[src/rtl/billiard_fx_pkg.sv]
// Shared fixed-point constants and FSM state encoding for the billiard physics datapath.
package billiard_fx_pkg;

  localparam int unsigned WIDTH      = 32;
  localparam int unsigned FRAC_WIDTH = 30;

  localparam logic [WIDTH-1:0] FX_ONE = {{(WIDTH-FRAC_WIDTH-1){1'b0}}, 1'b1, {FRAC_WIDTH{1'b0}}};
  localparam logic [WIDTH-1:0] FX_MAX = {1'b0, {(WIDTH-1){1'b1}}};
  localparam logic [WIDTH-1:0] FX_MIN = {1'b1, {(WIDTH-1){1'b0}}};

  typedef enum logic [2:0] {
    IDLE,
    MUL_X,
    MUL_Y,
    UPD_X,
    UPD_Y,
    DONE
  } state_t;

endpackage

[src/rtl/fx_mul_sat.sv]
// Combinational signed fixed-point multiply, floor-truncated, saturating to the word range.
module fx_mul_sat #(
  parameter int unsigned WIDTH      = billiard_fx_pkg::WIDTH,
  parameter int unsigned FRAC_WIDTH = billiard_fx_pkg::FRAC_WIDTH
) (
  input  logic [WIDTH-1:0] a,
  input  logic [WIDTH-1:0] b,
  output logic [WIDTH-1:0] y,
  output logic             sat
);

  localparam int unsigned PW   = 2 * WIDTH;
  localparam int unsigned TOP  = FRAC_WIDTH + WIDTH - 1;
  localparam int unsigned HI_W = PW - TOP;
  localparam logic [WIDTH-1:0] POS_LIM = {1'b0, {(WIDTH-1){1'b1}}};
  localparam logic [WIDTH-1:0] NEG_LIM = {1'b1, {(WIDTH-1){1'b0}}};

  logic signed [PW-1:0] ea;
  logic signed [PW-1:0] eb;
  logic signed [PW-1:0] prod;
  logic [HI_W-1:0]      hi;
  logic                 unused_lsb;

  // Full-width product; overflow when the bits above the result's sign bit disagree.
  always_comb begin
    ea   = {{WIDTH{a[WIDTH-1]}}, a};
    eb   = {{WIDTH{b[WIDTH-1]}}, b};
    prod = ea * eb;
    hi   = prod[PW-1:TOP];
    sat  = ~((&hi) | ~(|hi));
    if (sat) begin
      y = prod[PW-1] ? NEG_LIM : POS_LIM;
    end else begin
      y = prod[TOP:FRAC_WIDTH];
    end
  end

  assign unused_lsb = ^prod[FRAC_WIDTH-1:0];

endmodule

[src/rtl/velocity_reflector.sv]
// Reflects an approaching velocity about a unit contact normal using one shared multiplier.
module velocity_reflector #(
  parameter int unsigned WIDTH      = billiard_fx_pkg::WIDTH,
  parameter int unsigned FRAC_WIDTH = billiard_fx_pkg::FRAC_WIDTH
) (
  input  logic             clk,
  input  logic             rst_n,
  input  logic             in_valid,
  output logic             in_ready,
  input  logic [WIDTH-1:0] vx,
  input  logic [WIDTH-1:0] vy,
  input  logic [WIDTH-1:0] nx,
  input  logic [WIDTH-1:0] ny,
  output logic             out_valid,
  input  logic             out_ready,
  output logic [WIDTH-1:0] vx_out,
  output logic [WIDTH-1:0] vy_out,
  output logic             out_reflected,
  output logic             out_sat
);

  import billiard_fx_pkg::*;

  localparam logic [WIDTH-1:0] POS_LIM = {1'b0, {(WIDTH-1){1'b1}}};
  localparam logic [WIDTH-1:0] NEG_LIM = {1'b1, {(WIDTH-1){1'b0}}};

  state_t           state, state_n;
  logic [WIDTH-1:0] vx_r, vy_r, nx_r, ny_r;
  logic [WIDTH-1:0] vx_n, vy_n, nx_n, ny_n;
  logic [WIDTH-1:0] acc, acc_n;
  logic [WIDTH-1:0] k, k_n;
  logic             sat, sat_n;
  logic [WIDTH-1:0] vx_out_n, vy_out_n;
  logic             refl_n, out_sat_n, out_valid_n, in_ready_n;

  logic [WIDTH-1:0] mul_a, mul_b, mul_y;
  logic             mul_sat;
  logic [WIDTH:0]   add_res;
  logic [WIDTH:0]   dbl_res;

  // Saturating add/sub; MSB of the result flags a clamp.
  function automatic logic [WIDTH:0] add_sat(input logic [WIDTH-1:0] a,
                                             input logic [WIDTH-1:0] b,
                                             input logic             sub);
    logic [WIDTH:0] s;
    if (sub) s = {a[WIDTH-1], a} - {b[WIDTH-1], b};
    else     s = {a[WIDTH-1], a} + {b[WIDTH-1], b};
    if (s[WIDTH] != s[WIDTH-1]) add_sat = {1'b1, (s[WIDTH] ? NEG_LIM : POS_LIM)};
    else                        add_sat = {1'b0, s[WIDTH-1:0]};
  endfunction

  fx_mul_sat #(
    .WIDTH      (WIDTH),
    .FRAC_WIDTH (FRAC_WIDTH)
  ) u_mul (
    .a   (mul_a),
    .b   (mul_b),
    .y   (mul_y),
    .sat (mul_sat)
  );

  // Multiplier operand selection by datapath step.
  always_comb begin
    mul_a = '0;
    mul_b = '0;
    case (state)
      MUL_X: begin mul_a = vx_r; mul_b = nx_r; end
      MUL_Y: begin mul_a = vy_r; mul_b = ny_r; end
      UPD_X: begin mul_a = k;    mul_b = nx_r; end
      UPD_Y: begin mul_a = k;    mul_b = ny_r; end
      default: ;
    endcase
  end

  // Next-state and datapath update.
  always_comb begin
    state_n  = state;
    vx_n     = vx_r;
    vy_n     = vy_r;
    nx_n     = nx_r;
    ny_n     = ny_r;
    acc_n    = acc;
    k_n      = k;
    sat_n    = sat;
    vx_out_n = vx_out;
    vy_out_n = vy_out;
    refl_n   = out_reflected;
    add_res  = '0;
    dbl_res  = '0;
    case (state)
      IDLE: begin
        if (in_valid && in_ready) begin
          vx_n    = vx;
          vy_n    = vy;
          nx_n    = nx;
          ny_n    = ny;
          acc_n   = '0;
          sat_n   = 1'b0;
          state_n = MUL_X;
        end
      end
      MUL_X: begin
        acc_n   = mul_y;
        sat_n   = sat | mul_sat;
        state_n = MUL_Y;
      end
      MUL_Y: begin
        add_res = add_sat(acc, mul_y, 1'b0);
        sat_n   = sat | mul_sat | add_res[WIDTH];
        if (!add_res[WIDTH-1]) begin
          vx_out_n = vx_r;
          vy_out_n = vy_r;
          refl_n   = 1'b0;
          state_n  = DONE;
        end else begin
          dbl_res = add_sat(add_res[WIDTH-1:0], add_res[WIDTH-1:0], 1'b0);
          k_n     = dbl_res[WIDTH-1:0];
          sat_n   = sat | mul_sat | add_res[WIDTH] | dbl_res[WIDTH];
          state_n = UPD_X;
        end
      end
      UPD_X: begin
        add_res  = add_sat(vx_r, mul_y, 1'b1);
        vx_out_n = add_res[WIDTH-1:0];
        sat_n    = sat | mul_sat | add_res[WIDTH];
        state_n  = UPD_Y;
      end
      UPD_Y: begin
        add_res  = add_sat(vy_r, mul_y, 1'b1);
        vy_out_n = add_res[WIDTH-1:0];
        sat_n    = sat | mul_sat | add_res[WIDTH];
        refl_n   = 1'b1;
        state_n  = DONE;
      end
      DONE: begin
        if (out_ready) state_n = IDLE;
      end
      default: state_n = IDLE;
    endcase
    out_valid_n = (state_n == DONE);
    in_ready_n  = (state_n == IDLE);
    out_sat_n   = (state_n == DONE) ? sat_n : out_sat;
  end

  // State and output registers; reset aborts any transaction in flight.
  always_ff @(posedge clk or negedge rst_n) begin
    if (!rst_n) begin
      state         <= IDLE;
      vx_r          <= '0;
      vy_r          <= '0;
      nx_r          <= '0;
      ny_r          <= '0;
      acc           <= '0;
      k             <= '0;
      sat           <= 1'b0;
      vx_out        <= '0;
      vy_out        <= '0;
      out_reflected <= 1'b0;
      out_sat       <= 1'b0;
      out_valid     <= 1'b0;
      in_ready      <= 1'b0;
    end else begin
      state         <= state_n;
      vx_r          <= vx_n;
      vy_r          <= vy_n;
      nx_r          <= nx_n;
      ny_r          <= ny_n;
      acc           <= acc_n;
      k             <= k_n;
      sat           <= sat_n;
      vx_out        <= vx_out_n;
      vy_out        <= vy_out_n;
      out_reflected <= refl_n;
      out_sat       <= out_sat_n;
      out_valid     <= out_valid_n;
      in_ready      <= in_ready_n;
    end
  end

endmodule

[config.mk]
export PLATFORM = sky130hd
export DESIGN_NAME = velocity_reflector
export DESIGN_NICKNAME = d
export VERILOG_FILES = /design/src/rtl/billiard_fx_pkg.sv /design/src/rtl/fx_mul_sat.sv /design/src/rtl/velocity_reflector.sv
export SDC_FILE = /design/constraint.sdc
export NUM_CORES = 2
export LEC_CHECK = 0
export CAP_MARGIN = 20
export CORE_MARGIN = 2
export CORE_UTILIZATION = 55
export DETAILED_ROUTE_END_ITERATION = 8
export PLACE_DENSITY_LB_ADDON = 0.05
export SLEW_MARGIN = 0
export SYNTH_ARGS = -nofsm -noshare
export SYNTH_HDL_FRONTEND = slang
export SYNTH_SLANG_ARGS = --single-unit
[constraint.sdc]
create_clock -name clk -period 18.5 [get_ports clk]
set_clock_uncertainty 0.1 [all_clocks]
set_input_delay 2.775 -clock clk [delete_from_list [all_inputs] [get_ports clk]]
set_output_delay 2.775 -clock clk [all_outputs]
set_load 0.01 [all_outputs]
== Word-level counts from Yosys, hierarchy flattened ==
Index checks and enable logic that the tools add are counted.
Storage, ports and cells
  flip-flop bits (word level): 264
  input bits: 132
  output and inout bits: 68
  logic and storage cells: 92
Cells by class
  add/sub/neg operators: 4
  multiply operators: 1
  equality and inequality tests: 12
  multiplexer cells: 37
  bitwise gates (word level): 8
  reductions and logical operators: 16
Operator list (number)
  33-bit 2-to-1 mux: 14
  32-bit 2-to-1 mux: 9
  32-bit one-hot mux with 2 select lines: 4
  32-bit one-hot mux with 3 select lines: 1
  32-bit by 32-bit adder with 33-bit output: 2
  32-bit by 32-bit subtractor with 33-bit output: 2
  32-bit by 32-bit multiplier with 64-bit output: 1
  3-bit one-hot mux with 6 select lines: 1
  2-bit AND reduction: 5
  3-bit == test, second input constant: 3
  3-bit 2-to-1 mux: 3
  3-bit by 2-bit == test with 1-bit output, second input constant: 2
  3-bit zero test: 2
  1-bit bitwise OR: 6
  2-bit nonzero test: 3
  2-bit OR reduction: 3
  1-bit one-hot mux with 5 select lines: 1
  1-bit != test: 4
  2-bit != test, second input constant: 2
  3-bit by 1-bit == test with 1-bit output, second input constant: 1
  1-bit 2-to-1 mux: 3
  3-bit AND reduction: 1
  3-bit OR reduction: 1
  1-bit inverter: 2
  2 further kinds: 2

== Depth between registers and ports, before layout ==
  word-level depth: 23
  mapped depth: 61
  mapped depth without buffers: 54

== By module ==
A second synthesis with hierarchy kept.
Second synthesis, totals
  cell total of the unflattened synthesis: 5788
  area, all modules: 53307.4 µm²
By module, submodules not included
  fx_mul_sat: times used 1, cells each 3951, area each 36188.5 µm², sequential area each 0.0 µm²
  velocity_reflector: times used 1, cells each 1837, area each 17118.9 µm², sequential area each 6606.3 µm²

== Worst setup path after synthesis ==
No wires, ideal clock.
  path kind: flip-flop to flip-flop
  start: register state[0]
  end: register k[28]
  setup time: 131 ps
  data arrival time: 14366 ps
  required time: 18269 ps
  setup slack: 3903 ps
  cell stages (with the launch flop): 55
  buffers on the path: 9
  clock period less this slack: 14597 ps
  cell sequence: dfrtp_1 -> buf_2 -> buf_2 -> buf_1 -> a21oi_1 -> clkbuf_1 -> a22o_1 -> clkbuf_1 -> nand2_1 -> fa_1 -> fa_1 -> inv_1 -> fa_1 -> fa_1 -> fa_1 -> fa_1 -> inv_1 -> fa_1 -> [... 19 more ...] -> a31oi_1 -> a221o_1 -> a221oi_2 -> a2bb2oi_1 -> a21oi_1 -> a221oi_1 -> xnor2_1 -> ha_1 -> inv_1 -> or2_2 -> buf_2 -> o21ai_0 -> ha_1 -> nand2_1 -> nor2_1 -> nand3b_1 -> mux2i_1 -> or3_1
Between the ends
  longest elaborated chain between the ends: 20
  elaborated cells on any way between the ends: 31
  classes of those cells: 2 x add/sub; 1 x mul; 6 x eq/ne; 14 x mux; 2 x bitwise; 6 x reduce/logical
RTL lines
  start, declared: RTL line velocity_reflector.sv:27  | state_t state, state_n;
  start signal, assigned: RTL line velocity_reflector.sv:163  | state <= state_n;
  3-bit == test, or another cell as far along: RTL line velocity_reflector.sv:66  | case (state)
  2-bit OR reduction (no line)
  32-bit one-hot mux with 3 select lines or 32-bit one-hot mux with 2 select lines (tied branches): RTL line velocity_reflector.sv:66
  32-bit by 32-bit multiplier with 64-bit output: RTL line fx_mul_sat.sv:28  | prod = ea * eb;
  3-bit OR reduction: RTL line fx_mul_sat.sv:30  | sat = ~((&hi) | ~(|hi));
  1-bit inverter: RTL line fx_mul_sat.sv:30
  1-bit bitwise OR: RTL line fx_mul_sat.sv:30
  32-bit 2-to-1 mux: RTL line fx_mul_sat.sv:31  | if (sat) begin
  [... 4 more ...]
  33-bit 2-to-1 mux: RTL line velocity_reflector.sv:90  | case (state)
  32-bit by 32-bit adder with 33-bit output: RTL line velocity_reflector.sv:47  | else s = {a[WIDTH-1], a} + {b[WIDTH-1], b};
  33-bit 2-to-1 mux: RTL line velocity_reflector.sv:110  | if (!add_res[WIDTH-1]) begin
  33-bit 2-to-1 mux: RTL line velocity_reflector.sv:90
  32-bit 2-to-1 mux or 1-bit != test (tied branches): RTL line velocity_reflector.sv:48  | if (s[WIDTH] != s[WIDTH-1]) add_sat = {1'b1, (s[WIDTH] ? NEG_LIM : POS_LIM)};
  33-bit 2-to-1 mux: RTL line velocity_reflector.sv:48
  33-bit 2-to-1 mux: RTL line velocity_reflector.sv:110
  33-bit 2-to-1 mux: RTL line velocity_reflector.sv:90
  end signal, assigned: RTL line velocity_reflector.sv:169  | k <= k_n;
  end, declared: RTL line velocity_reflector.sv:31  | logic [WIDTH-1:0] k, k_n;
Several ways; a longest one is shown, not always the timed one. The select of a mux whose other input is x is not followed.
A chain may end at the register's enable or synchronous reset.

== Worst setup path after layout ==
Ends and elaborated chain as after synthesis.

==> results.txt <==
ys flop type = dfrtp_1
Setup Crit Path Kind = reg2reg
outcome = completed
CP most frequent cell = fa_1
Multi-input gate area = 0.0406 sq mm
routed vias/inst = 6.01
Distinct cells, synth = 86
Post-synth EDFFs = 0
Avg WL per Cell = 26.7 um
element type at the critical path start = flip-flop
path depth of the worst reg2reg path = 48
GRT Total Usage = 39.3%
Root Driver = clkbuf_16
initial antenna violation count = 7
vias in the first global route = 43200
Port Buf Inserts = 199
Die Span Y = 312 um
Post-Route WL = 188000 um
register area = 0.00661 sq mm
die width = 312 um
TritonCTS Sinks = 264
share of post-route cells with drive strength above 1 = 7.18%
Final Hold Viols = 0
Pre-antenna DRT Iters = 6
# IOs = 200
worst slew pin tran = 1.27 ns
Tcrit/Tclk final = 94.2%
CTS H-tree lvls = 1
Netlist Area Pre-Place = 0.0522 sq mm
Largest stage delay, worst path = 0.93 ns
worst-path fanout max = 66
worst hold path type = reg2reg
YS warnings = 0
vias = 42300
DRT antenna net count = 0
Slowest cell on crit path = fa_1
Slew HR = 15.2%
Worst setup EP type = flip-flop
Cells after DPL = 6975
WHS Path Cells = 2
DRC = 0
DPL Wire Length = 152000 um
iteration-0 DRC count of the detailed router = 3709
GR Overflow Total = 0
gpl congestion = 1.04
Slew Viols, Final = 0
Mapped Nets = 7177
non-filler cells, final = 7045
clock latency on the worst-skew pair = 0.64 ns
first-pass GRT wire length = 279000 um
Nets = 7253
post-CTS setup buffer count = 0
syn_area_per_cell = 9.19 sq um
Arrival @ worst endpoint = 17.82 ns
fmax = 57.4 MHz
clock transition at the registers of the reported paths = 0.07 ns
core area = 0.0937 sq mm
Area Growth Syn to Fin = 9.31%
row count = 112
fillcell total = 8286
TNS Setup = 0 ns
shortest period the worst path allows = 17.43 ns
CTS tree = built
sequential cell area fraction in the yosys report = 12.7%
Max Cap Viol = 0
endpoints failing setup = 0
Starting Density = 55.7%
async set-reset flop share out of synthesis = 100%
register bit count reported by yosys = 264
Synth Instances = 5682
R2R Setup Slk = 1.07 ns
TritonCTS Buffers = 31
Die ar. = 0.0974 sq mm
RSZ-0062 raised after global routing = no
Worst Path Required = 18.89 ns
pin count of the biggest net entering global routing = 98
clk buf depth = 3
## through the flow
stage / instance area [sq um] / hold slack, ns / worst slack (ns) / util (%)
4_1_cts: 56900 / 0.387 / 0.795 / 60.7
6_report: 57100 / 0.387 / 1.07 / 60.9
2_1_floorplan: 52200 / 0.354 / 3.90 / -
3_3_place_gp: 55800 / 0.366 / 1.48 / 59.5
3_5_place_dp: 55800 / 0.373 / 0.920 / 59.6
5_1_grt: 57000 / 0.408 / 0.0656 / 60.8
## registers in the layout, summed over array words and instances (netlist names), 32 cells and up
name,count
acc,32
k,32
nx_r,32
ny_r,32
vx_out,32
vx_r,32
vy_out,32
vy_r,32
## area by class of cell
class,instances,area share (%)
clock inverter,20,0.434
clock buffer,37,1.47
antenna,9,0.0395
timing repair buffer,326,5.38
sequential,264,11.6
tap,1254,2.75
inverter,1083,7.13
multi-input combinational,4052,71.2
## path summary, 6_finish.rpt
| check | start | endpoint |
|---|---|---|
| setup / recovery | state[0] | k[28] |
| min in group asynchronous | rst_n | vy_r[14] |
| setup reg to reg | state[0] | k[28] |
| hold / removal | vx_out[6] | vx_out[6] |
| max in group asynchronous | rst_n | acc[13] |
| hold reg to reg | vx_out[6] | vx_out[6] |
## routing by layer
| layer | track usage, % | vias up | share of wire [%] |
|---|---|---|---|
| met5 | 1.93 | - | 0.17 |
| met4 | 21.9 | 14 | 7.2 |
| met3 | 9.92 | 538 | 10 |
| met2 | 61.4 | 2228 | 45 |
| met1 | 50.1 | 21700 | 37 |
| li1 | - | 17800 | - |
## what timing repair did
action                                 4_1_cts  5_1_grt
setup endpoints to repair                    0       28
endpoints found under the hold margin        0        0
hold buffers                                 0        0
resized for setup                            0        3
## kinds of logic (layout without fill, tap and decap cells)
family                   after synthesis  count (layout)  synth area share, %
AND/OR/NAND/NOR                     1517            1517                 12.0
multiplexers                         181             181                 3.83
buffers and inverters               1366            1466                 9.99
adder cells (fa/ha/maj)             1363            1363                 48.3
flip-flops                           264             264                 12.7
AO/OA/AOI/OAI                        876             876                 11.3
XOR/XNOR                             115             115                 1.93
other                                  0               9                    0
## placed cells by master (no fill, tap or decap), types with 26 or more instances in the layout
cell | netlist | final
a21o_1 | 95 | 93
a21oi_1 | 155 | 153
a22o_1 | 83 | 82
a22oi_1 | 38 | 35
buf_4 | 1 | 120
clkbuf_16 | 0 | 31
clkdlybuf4s50_1 | 0 | 198
dfrtp_1 | 264 | 262
fa_1 | 1084 | 1084
ha_1 | 279 | 278
inv_1 | 1075 | 1075
mux2_2 | 148 | 148
mux2i_1 | 33 | 33
nand2_1 | 761 | 760
nor2_1 | 542 | 540
nor3_1 | 26 | 26
o21a_1 | 59 | 59
o21ai_0 | 209 | 195
o21ai_1 | 41 | 38
xnor2_1 | 73 | 73
xor2_1 | 42 | 42
## worst max-delay path: cells and delay by family (launching register included)
family / cells / cell delay [ns]
mux: 1 / 0.07
compound gates: 14 / 4.57
simple gates: 12 / 3.15
flops: 1 / 0.76
buf+inv: 9 / 2.41
fa+ha+maj: 12 / 6.14
## cell usage after synthesis, types with 73 or more instances
cell | count | area (sq um)
a22o_1 | 83 | 727
ha_1 | 279 | 3490
mux2_2 | 148 | 1670
dfrtp_1 | 264 | 6610
o21ai_0 | 209 | 1050
a21o_1 | 95 | 713
a21oi_1 | 155 | 776
inv_1 | 1075 | 4040
nor2_1 | 542 | 2030
nand2_1 | 761 | 2860
xnor2_1 | 73 | 639
fa_1 | 1084 | 21700
clkbuf_1 | 251 | 942
Power is left out: the tool's default activity adds up to more than one toggle a clock period on the data nets, which glitch-free logic cannot reach.
